[src/rtl/operand_bypass_net.sv]
// Operand-delivery stage between ID and EX.
// Latches NUM_PORTS register-file read ports into ID_EX operand registers,
// resolves priority-ordered bypass sources per port, captures bypassed values
// into the operand registers while ID_EX is stalled, and muxes register,
// immediate or next-PC data onto each source bus. Also pipes store data to
// EX_DM and keeps a sticky multi-hit diagnostic.
//
// Ports:
//   clk, rst_n        clock, synchronous active-low reset
//   stall_ID_EX       hold operand registers (bypass capture still allowed)
//   stall_EX_DM       hold st_data_EX_DM
//   flush_ID_EX       zero the operand registers (overrides stall)
//   src_sel_ID_EX     2 bits per port: 00 fwd, 01 sx imm[11:0], 10 sx imm[7:0],
//                     11 pc (NPC_PORT) or sx imm[15:0] (other ports)
//   rf_rd             register-file read data, DW per port
//   imm_ID_EX         instruction immediate
//   pc_ID_EX          next PC for JAL
//   byp_data          bypass values, DW per source (source 0 youngest)
//   byp_sel           NUM_BYP select bits per port
//   src               combinational source buses to EX
//   st_data_EX_DM     registered store data
//   byp_multi_hit     sticky: some port saw more than one select bit
module operand_bypass_net #(
    parameter int unsigned DW         = 32,
    parameter int unsigned NUM_PORTS  = 2,
    parameter int unsigned NUM_BYP    = 4,
    parameter int unsigned NPC_PORT   = 1,
    parameter int unsigned STORE_PORT = 0
) (
    input  logic                         clk,
    input  logic                         rst_n,
    input  logic                         stall_ID_EX,
    input  logic                         stall_EX_DM,
    input  logic                         flush_ID_EX,
    input  logic [2*NUM_PORTS-1:0]       src_sel_ID_EX,
    input  logic [DW*NUM_PORTS-1:0]      rf_rd,
    input  logic [15:0]                  imm_ID_EX,
    input  logic [DW-1:0]                pc_ID_EX,
    input  logic [DW*NUM_BYP-1:0]        byp_data,
    input  logic [NUM_BYP*NUM_PORTS-1:0] byp_sel,
    output logic [DW*NUM_PORTS-1:0]      src,
    output logic [DW-1:0]                st_data_EX_DM,
    output logic                         byp_multi_hit
);

    logic [DW-1:0]        op  [NUM_PORTS];
    logic [DW-1:0]        fwd [NUM_PORTS];
    logic [NUM_PORTS-1:0] hit;
    logic [NUM_PORTS-1:0] multi;
    logic [DW-1:0]        imm12_sx;
    logic [DW-1:0]        imm8_sx;
    logic [DW-1:0]        imm16_sx;

    // Sign-extended immediate variants shared by all ports
    assign imm12_sx = {{(DW-12){imm_ID_EX[11]}}, imm_ID_EX[11:0]};
    assign imm8_sx  = {{(DW-8){imm_ID_EX[7]}},   imm_ID_EX[7:0]};
    assign imm16_sx = {{(DW-16){imm_ID_EX[15]}}, imm_ID_EX[15:0]};

    // Bypass resolution: lowest-indexed set select wins, else operand register
    always_comb begin
        logic [NUM_BYP-1:0] sel_p;
        logic               found;
        sel_p = '0;
        found = 1'b0;
        hit   = '0;
        multi = '0;
        for (int unsigned p = 0; p < NUM_PORTS; p++) begin
            sel_p  = byp_sel[NUM_BYP*p +: NUM_BYP];
            found  = 1'b0;
            fwd[p] = op[p];
            for (int unsigned b = 0; b < NUM_BYP; b++) begin
                if (sel_p[b] && !found) begin
                    fwd[p] = byp_data[DW*b +: DW];
                    found  = 1'b1;
                end
            end
            hit[p]   = |sel_p;
            // Clearing the lowest set bit leaves a nonzero value iff >= 2 bits set
            multi[p] = |(sel_p & (sel_p - NUM_BYP'(1)));
        end
    end

    // Source bus muxes
    always_comb begin
        src = '0;
        for (int unsigned p = 0; p < NUM_PORTS; p++) begin
            unique case (src_sel_ID_EX[2*p +: 2])
                2'b00:   src[DW*p +: DW] = fwd[p];
                2'b01:   src[DW*p +: DW] = imm12_sx;
                2'b10:   src[DW*p +: DW] = imm8_sx;
                default: src[DW*p +: DW] = (p == NPC_PORT) ? pc_ID_EX : imm16_sx;
            endcase
        end
    end

    // Operand registers, store-data pipe and sticky multi-hit flag
    always_ff @(posedge clk) begin
        if (!rst_n) begin
            for (int unsigned p = 0; p < NUM_PORTS; p++) begin
                op[p] <= '0;
            end
            st_data_EX_DM <= '0;
            byp_multi_hit <= 1'b0;
        end else begin
            for (int unsigned p = 0; p < NUM_PORTS; p++) begin
                if (flush_ID_EX) begin
                    op[p] <= '0;
                end else if (!stall_ID_EX) begin
                    op[p] <= rf_rd[DW*p +: DW];
                end else if (hit[p]) begin
                    // Capture so a producer leaving the bypass window is not lost
                    op[p] <= fwd[p];
                end
            end
            if (!stall_EX_DM) begin
                st_data_EX_DM <= fwd[STORE_PORT];
            end
            byp_multi_hit <= byp_multi_hit | (|multi);
        end
    end

endmodule

[config.mk]
export PLATFORM = sky130hd
export DESIGN_NAME = operand_bypass_net
export DESIGN_NICKNAME = d
export VERILOG_FILES = /design/src/rtl/operand_bypass_net.sv
export SDC_FILE = /design/constraint.sdc
export NUM_CORES = 1
export LEC_CHECK = 0
export BUFFER_PORTS_ARGS = -buffer_cell sky130_fd_sc_hd__buf_2
export CAP_MARGIN = 20
export CORE_MARGIN = 10
export CORE_UTILIZATION = 52
export DETAILED_ROUTE_END_ITERATION = 7
export HOLD_SLACK_MARGIN = 0.02
export MAX_ROUTING_LAYER = met4
export PLACE_DENSITY_LB_ADDON = 0.05
export SKIP_CTS_REPAIR_TIMING = 1
export SLEW_MARGIN = 10
export SYNTH_ARGS = -nofsm -noshare
export SYNTH_HDL_FRONTEND = slang
export SYNTH_SLANG_ARGS = --single-unit
[constraint.sdc]
create_clock -name clk -period 6.7 [get_ports clk]
set_clock_uncertainty 0.05 [all_clocks]
set_input_delay 0.67 -clock clk [delete_from_list [all_inputs] [get_ports clk]]
set_output_delay 0.67 -clock clk [all_outputs]
set_load 0.03 [all_outputs]
==> results.txt, run 1 <==
For this run, the top clock speed supported by timing is 251 MHz. The time the worst path needs with I/O delays and setup is 3.98 ns. Of all cell types, the one taking the most synthesized area is sky130_fd_sc_hd__edfxtp_1. The gate count of the mapped netlist came out at 1007. The number of detailed-route iterations in the first pass is 6.

The maximum number of buffers from clock root to sink is 2. The data arrival time of the critical path came out at 3.26 ns. The number of global-route vias before repair is 8459. The detailed placement HPWL came out at 26400 um. The total vias in the final route is 9261. The TritonCTS clock tree is done. The combined global-route utilization of all metal layers came out at 32.8%. Setup violations remaining at the end of the flow were counted as 0. The met1 usage in global routing came out at 44.7%. The total buffers and inverters traversed by the critical path came out at 4. The power per standard cell area came out at 189 nW/um^2. The initial antenna violation count is 16. Wires add up to 33900 um.

The number of CTS-inserted buffers came out at 9. The average via count per standard cell is 6.23. The most common cell in the synthesized netlist is sky130_fd_sc_hd__nand2_1.

The net count of the finished layout is 1541. Yosys attributes the largest share of cell area to sky130_fd_sc_hd__edfxtp_1, sky130_fd_sc_hd__nand2_1, sky130_fd_sc_hd__dfxtp_1. The post-layout total power is 1.81 mW. The worst relative slew slack is 26.4%. The most used routing layer is met2. The count of flip-flops with a built-in enable after synthesis came out at 64. For the pin with the worst max-slew slack, the measured transition is 1.10 ns. Setup repair after global routing left no endpoint under its margin. After clock tree synthesis, the clock-pin slew on the worst setup and hold paths is 0.07 ns.

The static leakage came out at 4.40 nW. Summing all flip-flop and latch instances after layout gives 2580 sq um. The final weighted congestion in routability-driven placement is 1.07. The final critical path takes up 59.4% of the cycle. Once the floorplan was initialized, standard cells occupied 53.6% of the core. For this run, the slowest stage of the critical path takes 0.91 ns.

The fraction of synthesis flops using an asynchronous set or reset pin is 0%. During placement, the flow inserted port buffers numbering 353. The final-report max-slew violation count came out at 0. The violation count after the first detailed-route iteration is 1423.

The peak supply drop is 0.175 mV. The detailed-route wire length per cell came out at 22.8 um. The worst hold path belongs to the class reg -> reg. The full die area is 19600 sq um. The run finished with clean final reports.

The average footprint of a synthesized cell is 7.44 sq um. The chip width is 140 um. The setup path with the least slack is of type in -> out. The setup TNS came out at 0 ns. The required time at the endpoint of the critical path came out at 5.98 ns. The warning count from the yosys run came out at 0. The leading register cell type out of synthesis is sky130_fd_sc_hd__edfxtp_1.

The pin count of the biggest net entering global routing came out at 69. The layout overhead on the synthesized area came out at 27.6%. The top fanout value on the critical path is 37. The post-synthesis instance area came out at 7490 sq um.

The sequential-to-total area share from yosys stat is 34.5%. The area of the core is 14000 sq um. The worst setup path is captured at a primary output. The count of cell types in the netlist is 39. Grouping stages by cell kind, the critical path spends the most delay in buffers and inverters.

The portion of synthesized cell area occupied by the leading cell type came out at 25.7%. The number of nets produced by synthesis came out at 1264. The die extent in y is 140 um. After routing the design area is 9560 sq um. In the global route stage, met3 resource usage came out at 9.06%. The cell that appears most often on the critical path is sky130_fd_sc_hd__buf_2. After filler insertion, the fill cell instance count of the layout stands at 1236.

Cells with a size suffix above 1 make up 31.3% of the layout. Pin placement for this block handled 354 I/O pins. By count the netlist is led by sky130_fd_sc_hd__nand2_1, sky130_fd_sc_hd__o21ai_0, sky130_fd_sc_hd__clkbuf_1. The total clock sinks is 97. The total congestion overflow is 0.

The area of the multi-input gates came out at 4330 sq um. STA classifies the critical path startpoint as a primary input. The register bit total from synthesis came out at 97. The site row count is 43. The met2 global-route usage is 46.0%. The cell area after placement came out at 9220 sq um. The hold violation count in the final report came out at 0. After detailed routing, the number of remaining DRC violations is 0. The post-route worst setup slack is 2.72 ns. The fraction of the core area covered by cells at the end of the flow came out at 68.4%.

The count of nets left with antenna violations once routing finished came out at 0. The placement-stage worst setup slack came out at 2.83 ns. Clock tree synthesis selected as its root buffer the cell sky130_fd_sc_hd__clkbuf_16. The max-cap violation count came out at 0. The signal on the critical path passes through buf_2, inv_1, nand3_1, buf_4, a32o_1, a221oi_1, buf_2. The number of H-tree levels is 3. At the later pin of the worst-skew pair, clock insertion delay measures 0.35 ns. The slowest stage of the critical path is the sky130_fd_sc_hd__inv_1 cell. The first-pass GRT wire length came out at 50100 um.
logic make-up after synthesis:
group / synth area share (%)
buffers and inverters: 7.88
DFF: 34.5
and+or+nand+nor: 21.3
muxes: 1.89
AOI/OAI and AO/OA: 34.4
xor gates and xnor gates: 0.117
placed cells by master (no fill, tap or decap), types with 2 or more instances in the layout:
| cell type | n |
|---|---|
| sky130_fd_sc_hd__a211o_1 | 32 |
| sky130_fd_sc_hd__a21oi_1 | 57 |
| sky130_fd_sc_hd__a221oi_1 | 22 |
| sky130_fd_sc_hd__a221oi_2 | 4 |
| sky130_fd_sc_hd__a22o_1 | 8 |
| sky130_fd_sc_hd__a22oi_1 | 10 |
| sky130_fd_sc_hd__a22oi_2 | 6 |
| sky130_fd_sc_hd__a32o_1 | 32 |
| sky130_fd_sc_hd__buf_16 | 2 |
| sky130_fd_sc_hd__buf_2 | 353 |
| sky130_fd_sc_hd__buf_4 | 14 |
| sky130_fd_sc_hd__buf_8 | 2 |
| sky130_fd_sc_hd__clkbuf_16 | 9 |
| sky130_fd_sc_hd__clkinv_4 | 2 |
| sky130_fd_sc_hd__dfxtp_1 | 33 |
| sky130_fd_sc_hd__diode_2 | 17 |
| sky130_fd_sc_hd__edfxtp_1 | 64 |
| sky130_fd_sc_hd__inv_1 | 38 |
| sky130_fd_sc_hd__mux2i_1 | 13 |
| sky130_fd_sc_hd__nand2_1 | 209 |
| sky130_fd_sc_hd__nand2b_1 | 4 |
| sky130_fd_sc_hd__nand3_1 | 26 |
| sky130_fd_sc_hd__nor2_1 | 25 |
| sky130_fd_sc_hd__nor2_2 | 2 |
| sky130_fd_sc_hd__nor2b_1 | 30 |
| sky130_fd_sc_hd__nor3_1 | 55 |
| sky130_fd_sc_hd__nor3b_1 | 2 |
| sky130_fd_sc_hd__o21ai_0 | 115 |
| sky130_fd_sc_hd__o21ai_1 | 45 |
| sky130_fd_sc_hd__o22ai_1 | 34 |
| sky130_fd_sc_hd__o311ai_0 | 7 |
| sky130_fd_sc_hd__o31ai_1 | 16 |
| sky130_fd_sc_hd__or2_1 | 2 |
| sky130_fd_sc_hd__or2_2 | 2 |
routing by layer:
layer	wire [um]	share of wire, %
met1	13900	41
met2	14800	44
met3	4330	13
met4	813	2.4
met5	0	0
through the flow:
stage | hold slack, ns | std cells
5_1_grt | 0.480 | 1485
2_1_floorplan | 0.568 | 1007
4_1_cts | 0.439 | 1468
6_report | 0.434 | 1486
3_5_place_dp | 0.423 | 1452
3_3_place_gp | 0.410 | 1449
area by class of cell:
class | instances | share of cell area, %
clock inverter | 6 | 0.576
multi-input combinational | 767 | 45.3
tap | 180 | 2.36
timing repair buffer | 371 | 20.5
clock buffer | 10 | 2.39
sequential | 97 | 27.0
inverter | 38 | 1.49
antenna | 17 | 0.445
final timing paths:
check / end / cells after the start / slack [ns] / startpoint
worst max register to register: op[0][1] / 3 / 4.92 / op[0][1]
worst min-delay path: st_data_EX_DM[8] / 2 / 0.43 / st_data_EX_DM[8]
worst min register to register: st_data_EX_DM[8] / 2 / 0.43 / st_data_EX_DM[8]
worst max-delay path: src[42] / 7 / 2.72 / byp_sel[6]
where the power goes:
part / total (mW) / switching (mW) / internal, mW
combinational: 0.620 / 0.407 / 0.213
clock: 0.498 / 0.241 / 0.257
sequential: 0.691 / 0.0161 / 0.675
total: 1.81 / 0.664 / 1.15
sequential cells by signal (all words and copies together), names as in the netlist:
name	flops
op	64
st_data_EX_DM	32
byp_multi_hit	1
worst min-delay path: stages, from the launching register on:
cell and delay [ns]:
sky130_fd_sc_hd__dfxtp_1 0.32, sky130_fd_sc_hd__nand3_1 0.06, sky130_fd_sc_hd__o21ai_0 0.06
Note: power is estimated with default switching activity, not from simulation.
==> inputs of run 2 (changes only) <==
--- a/config.mk
+++ b/config.mk
@@ -5,10 +5,11 @@
 export SDC_FILE = /design/constraint.sdc
 export NUM_CORES = 1
 export LEC_CHECK = 0
+export ABC_AREA = 1
 export BUFFER_PORTS_ARGS = -buffer_cell sky130_fd_sc_hd__buf_2
 export CAP_MARGIN = 20
 export CORE_MARGIN = 10
-export CORE_UTILIZATION = 52
+export CORE_UTILIZATION = 50
 export DETAILED_ROUTE_END_ITERATION = 7
 export HOLD_SLACK_MARGIN = 0.02
 export MAX_ROUTING_LAYER = met4
==> constraint.sdc (replaced) <==
create_clock -name clk -period 4.15 [get_ports clk]
set_clock_uncertainty 0.05 [all_clocks]
set_input_delay 0.415 -clock clk [delete_from_list [all_inputs] [get_ports clk]]
set_output_delay 0.415 -clock clk [all_outputs]
set_load 0.03 [all_outputs]
==> results.txt, run 2 <==
The number of CTS-inserted buffers came out at 9 (unchanged). The worst setup path is captured at a primary output. The combined global-route utilization of all metal layers was 34.0% (+1.2 points). The max-cap violation count was 0 (unchanged). The largest stage delay on the critical path is 0.73 ns (-0.18 ns). The net count of the finished layout came out at 2056 (+33%). The clock insertion delay at the later pin of the skew report came out at 0.36 ns (about the same). The critical path goes through buf_2, nor2_8, nand3_2, inv_2, nand2_1, nand2_1, nand2_1, nand2_1, buf_2. The total clock sinks came out at 97 (unchanged). The maximum number of buffers from clock root to sink came out at 2 (unchanged). The final weighted congestion in routability-driven placement is 1.02 (-4.9%).

The chip width is 151 um (+8.0%). The worst setup path is of the in -> out kind. The share of cells above drive strength 1 came out at 22.2% (-9.2 points). The setup TNS is 0 ns (unchanged). The initial antenna violation count was 15 (-1). The number of detailed-route iterations in the first pass came out at 6 (unchanged). The run finished with clean final reports. The violation count after the first detailed-route iteration is 1044 (-27%). The achievable frequency came out at 300 MHz.

The source of the worst register-to-register timing path is op[1][17]. Broken down by cell family, the worst path's largest delay share belongs to buffers and inverters. The most frequent cell on the critical path is sky130_fd_sc_hd__nand2_1. The number of H-tree levels is 3 (unchanged).

The fraction of synthesis flops using an asynchronous set or reset pin is 0% (unchanged). The combinational group share of total power came out at 34.1% (-0.2 points). The detailed placement HPWL is 31300 um (+19%). Tracing the worst setup path back leads to its startpoint at byp_sel[0]. The area of the core is 16800 sq um (+20%).

The count of unresolved DRC violations after routing was 0 (unchanged). The average via count per standard cell came to 5.42 (-13%). The total buffers and inverters traversed by the critical path came out at 3 (-1).

The portion of synthesized cell area occupied by the leading cell type is 31.6% (+6.0 points). The post-synthesis instance area is 8610 sq um (+15%). The pin count of the biggest net entering global routing came to 66 (-4.3%). The final number of setup-violating endpoints is 0 (unchanged).

The post-layout total power came out at 3.07 mW (+70%). The number of nets still failing antenna checks after routing is 0 (unchanged). The transition time at the pin with the least slew margin came out at 1.10 ns (-0.00478 ns).

After synthesis, the most frequently instantiated cells are sky130_fd_sc_hd__nand2_1, sky130_fd_sc_hd__nand3_1, sky130_fd_sc_hd__inv_1. In the post-synthesis netlist, the cell with the most instances is sky130_fd_sc_hd__nand2_1. The number of nets produced by synthesis is 1772 (+40%). The full die area came out at 22900 sq um (+17%). The top fanout value on the critical path came out at 36 (-2.7%). The peak supply drop came out at 0.195 mV (+11%). Clock tree synthesis selected as its root buffer the cell sky130_fd_sc_hd__clkbuf_16. The largest registers in the layout are op: 64 flops, st_data_EX_DM: 32 flops, byp_multi_hit: 1 flops. TritonCTS built the clock tree.

The nature of the critical path startpoint is a primary input. The count of boundary I/O pins is 354 (unchanged). The post-route worst hold slack came out at 0.274 ns (-0.160 ns).

The total wirelength of the detailed-routed design came out at 39600 um (+17%). The hold violation count in the final report is 0 (unchanged). Setup repair after global routing left no endpoint under its margin.

The data arrival time of the critical path was 2.87 ns (-0.39 ns). After layout, the minimum clock period comes to 3.33 ns. The fraction of the core area covered by cells at the end of the flow is 63.2% (-5.2 points).

For this run, the leading register cell type out of synthesis is sky130_fd_sc_hd__edfxtp_1. The largest register by flop count is op. The average footprint of a synthesized cell came out at 5.68 sq um (-24%). The cell internal power dissipation came to 1.88 mW (+64%). Sorting the synthesized cells by area gives the leading types as sky130_fd_sc_hd__nand2_1, sky130_fd_sc_hd__edfxtp_1, sky130_fd_sc_hd__nand3_1. The site row count came to 47 (+9.3%). In this run the most critical hold path is launched from rf_rd[28].

The sequential fraction of design power came out at 36.8% (-1.4 points). The switching share of power is 38.6% (+1.9 points). Leaving out fill and tap cells, the most frequent cells in the layout are sky130_fd_sc_hd__nand2_1, sky130_fd_sc_hd__buf_2, sky130_fd_sc_hd__nand3_1, sky130_fd_sc_hd__inv_1, sky130_fd_sc_hd__nor2_1.

The number of port buffers was 353 (unchanged). The sequential-to-total area share from yosys stat is 30.0% (-4.5 points). The total congestion overflow came to 0 (unchanged). The share of power burned in the clock network came to 29.1% (+1.6 points). The class of the worst hold path is in -> reg. The register bit total from synthesis came out at 97 (unchanged). Leaving out fill and tap cells, the most frequent cell in the layout is sky130_fd_sc_hd__nand2_1. The number of flip-flops under the largest register name is 64 (unchanged). The number of global-route vias before repair came to 10500 (+25%). The largest total area in the synthesized netlist belongs to sky130_fd_sc_hd__nand2_1.

The post-CTS clock slew at the launch and capture registers of the worst setup and hold paths came to 0.07 ns (about the same). The final period utilization is 80.3%. The required time at the endpoint of the critical path came out at 3.68 ns (-2.30 ns). The first-pass GRT wire length came out at 57500 um (+15%). The gate count of the mapped netlist came out at 1515 (+50%).

The detailed-route wire length per cell is 19.3 um (-15%). The net load switching power came to 1.19 mW (+79%). The final-report max-slew violation count came to 0 (unchanged). The total vias in the final route came out at 11100 (+20%). The static leakage was 6.50 nW (+48%). The power per standard cell area is 290 nW/um^2 (+53%). The starting density of the core is 51.4% (-2.2 points).

The layout overhead on the synthesized area is 23.0%. Among all stages on the critical path, the largest delay is contributed by sky130_fd_sc_hd__inv_2. The count of flip-flops with a built-in enable after synthesis is 64 (unchanged). The warning count from the yosys run came out at 0 (unchanged). The worst relative slew slack is 26.7% (+0.29 points). The die extent in y is 151 um (+8.0%).

The count of cell types in the netlist is 26 (-33%).
run 2: cell type report:
| cell class | count | area [sq um] |
|---|---|---|
| Timing Repair Buffer | 366 | 1880 |
| Antenna cell | 21 | 52.6 |
| Inverter | 184 | 691 |
| Tap cell | 220 | 275 |
| Fill cell | 1764 | 6170 |
| Clock buffer | 10 | 250 |
| Sequential cell | 97 | 2580 |
| Multi-Input combinational cell | 1141 | 4800 |
| Clock inverter | 6 | 58.8 |
run 2: final timing paths:
path | endpoint | slack, ns | depth (start not counted)
worst max-delay path | src[10] | 0.82 | 9
worst min-delay path | op[0][28] | 0.27 | 3
worst max register to register | op[1][17] | 2.77 | 6
worst min register to register | byp_multi_hit | 0.44 | 2
run 2: power groups by stage:
stage,registers (mW),clock network (mW),logic [mW]
after global routing,1.14,0.927,1.14
after floorplan,1.19,0,0.608
after detailed placement,1.15,0,1.03
final,1.13,0.893,1.05
after global placement,1.15,0,1.03
after CTS,1.13,0.893,1.04
run 2: cell families after synthesis:
kind of cell / synth area share (%)
flops: 30.0
simple gates: 50.3
compound gates: 5.38
buf+inv: 14.4
run 2: worst min-delay path: cells and delay by family:
family	cells	cell delay (ns)
and+or+nand+nor	2	0.09
buffers and inverters	1	0.07
run 2: metal layers:
| layer | track usage, % | routed length [um] | part of all wire [%] |
|---|---|---|---|
| met1 | 35.1 | 13600 | 34 |
| met2 | 56.9 | 19300 | 49 |
| met3 | 7.82 | 3980 | 10 |
| met4 | 22.7 | 2680 | 6.8 |
| met5 | - | 0 | 0 |
run 2: stage by stage:
stage | area, sq um | setup WS [ns] | cells
finish | 10600 | 0.817 | 2045
global placement | 10200 | 0.939 | 2006
CTS | 10500 | 0.875 | 2022
detailed placement | 10200 | 0.890 | 2006
global route | 10600 | 0.551 | 2039
floorplan | 8610 | 1.43 | 1515
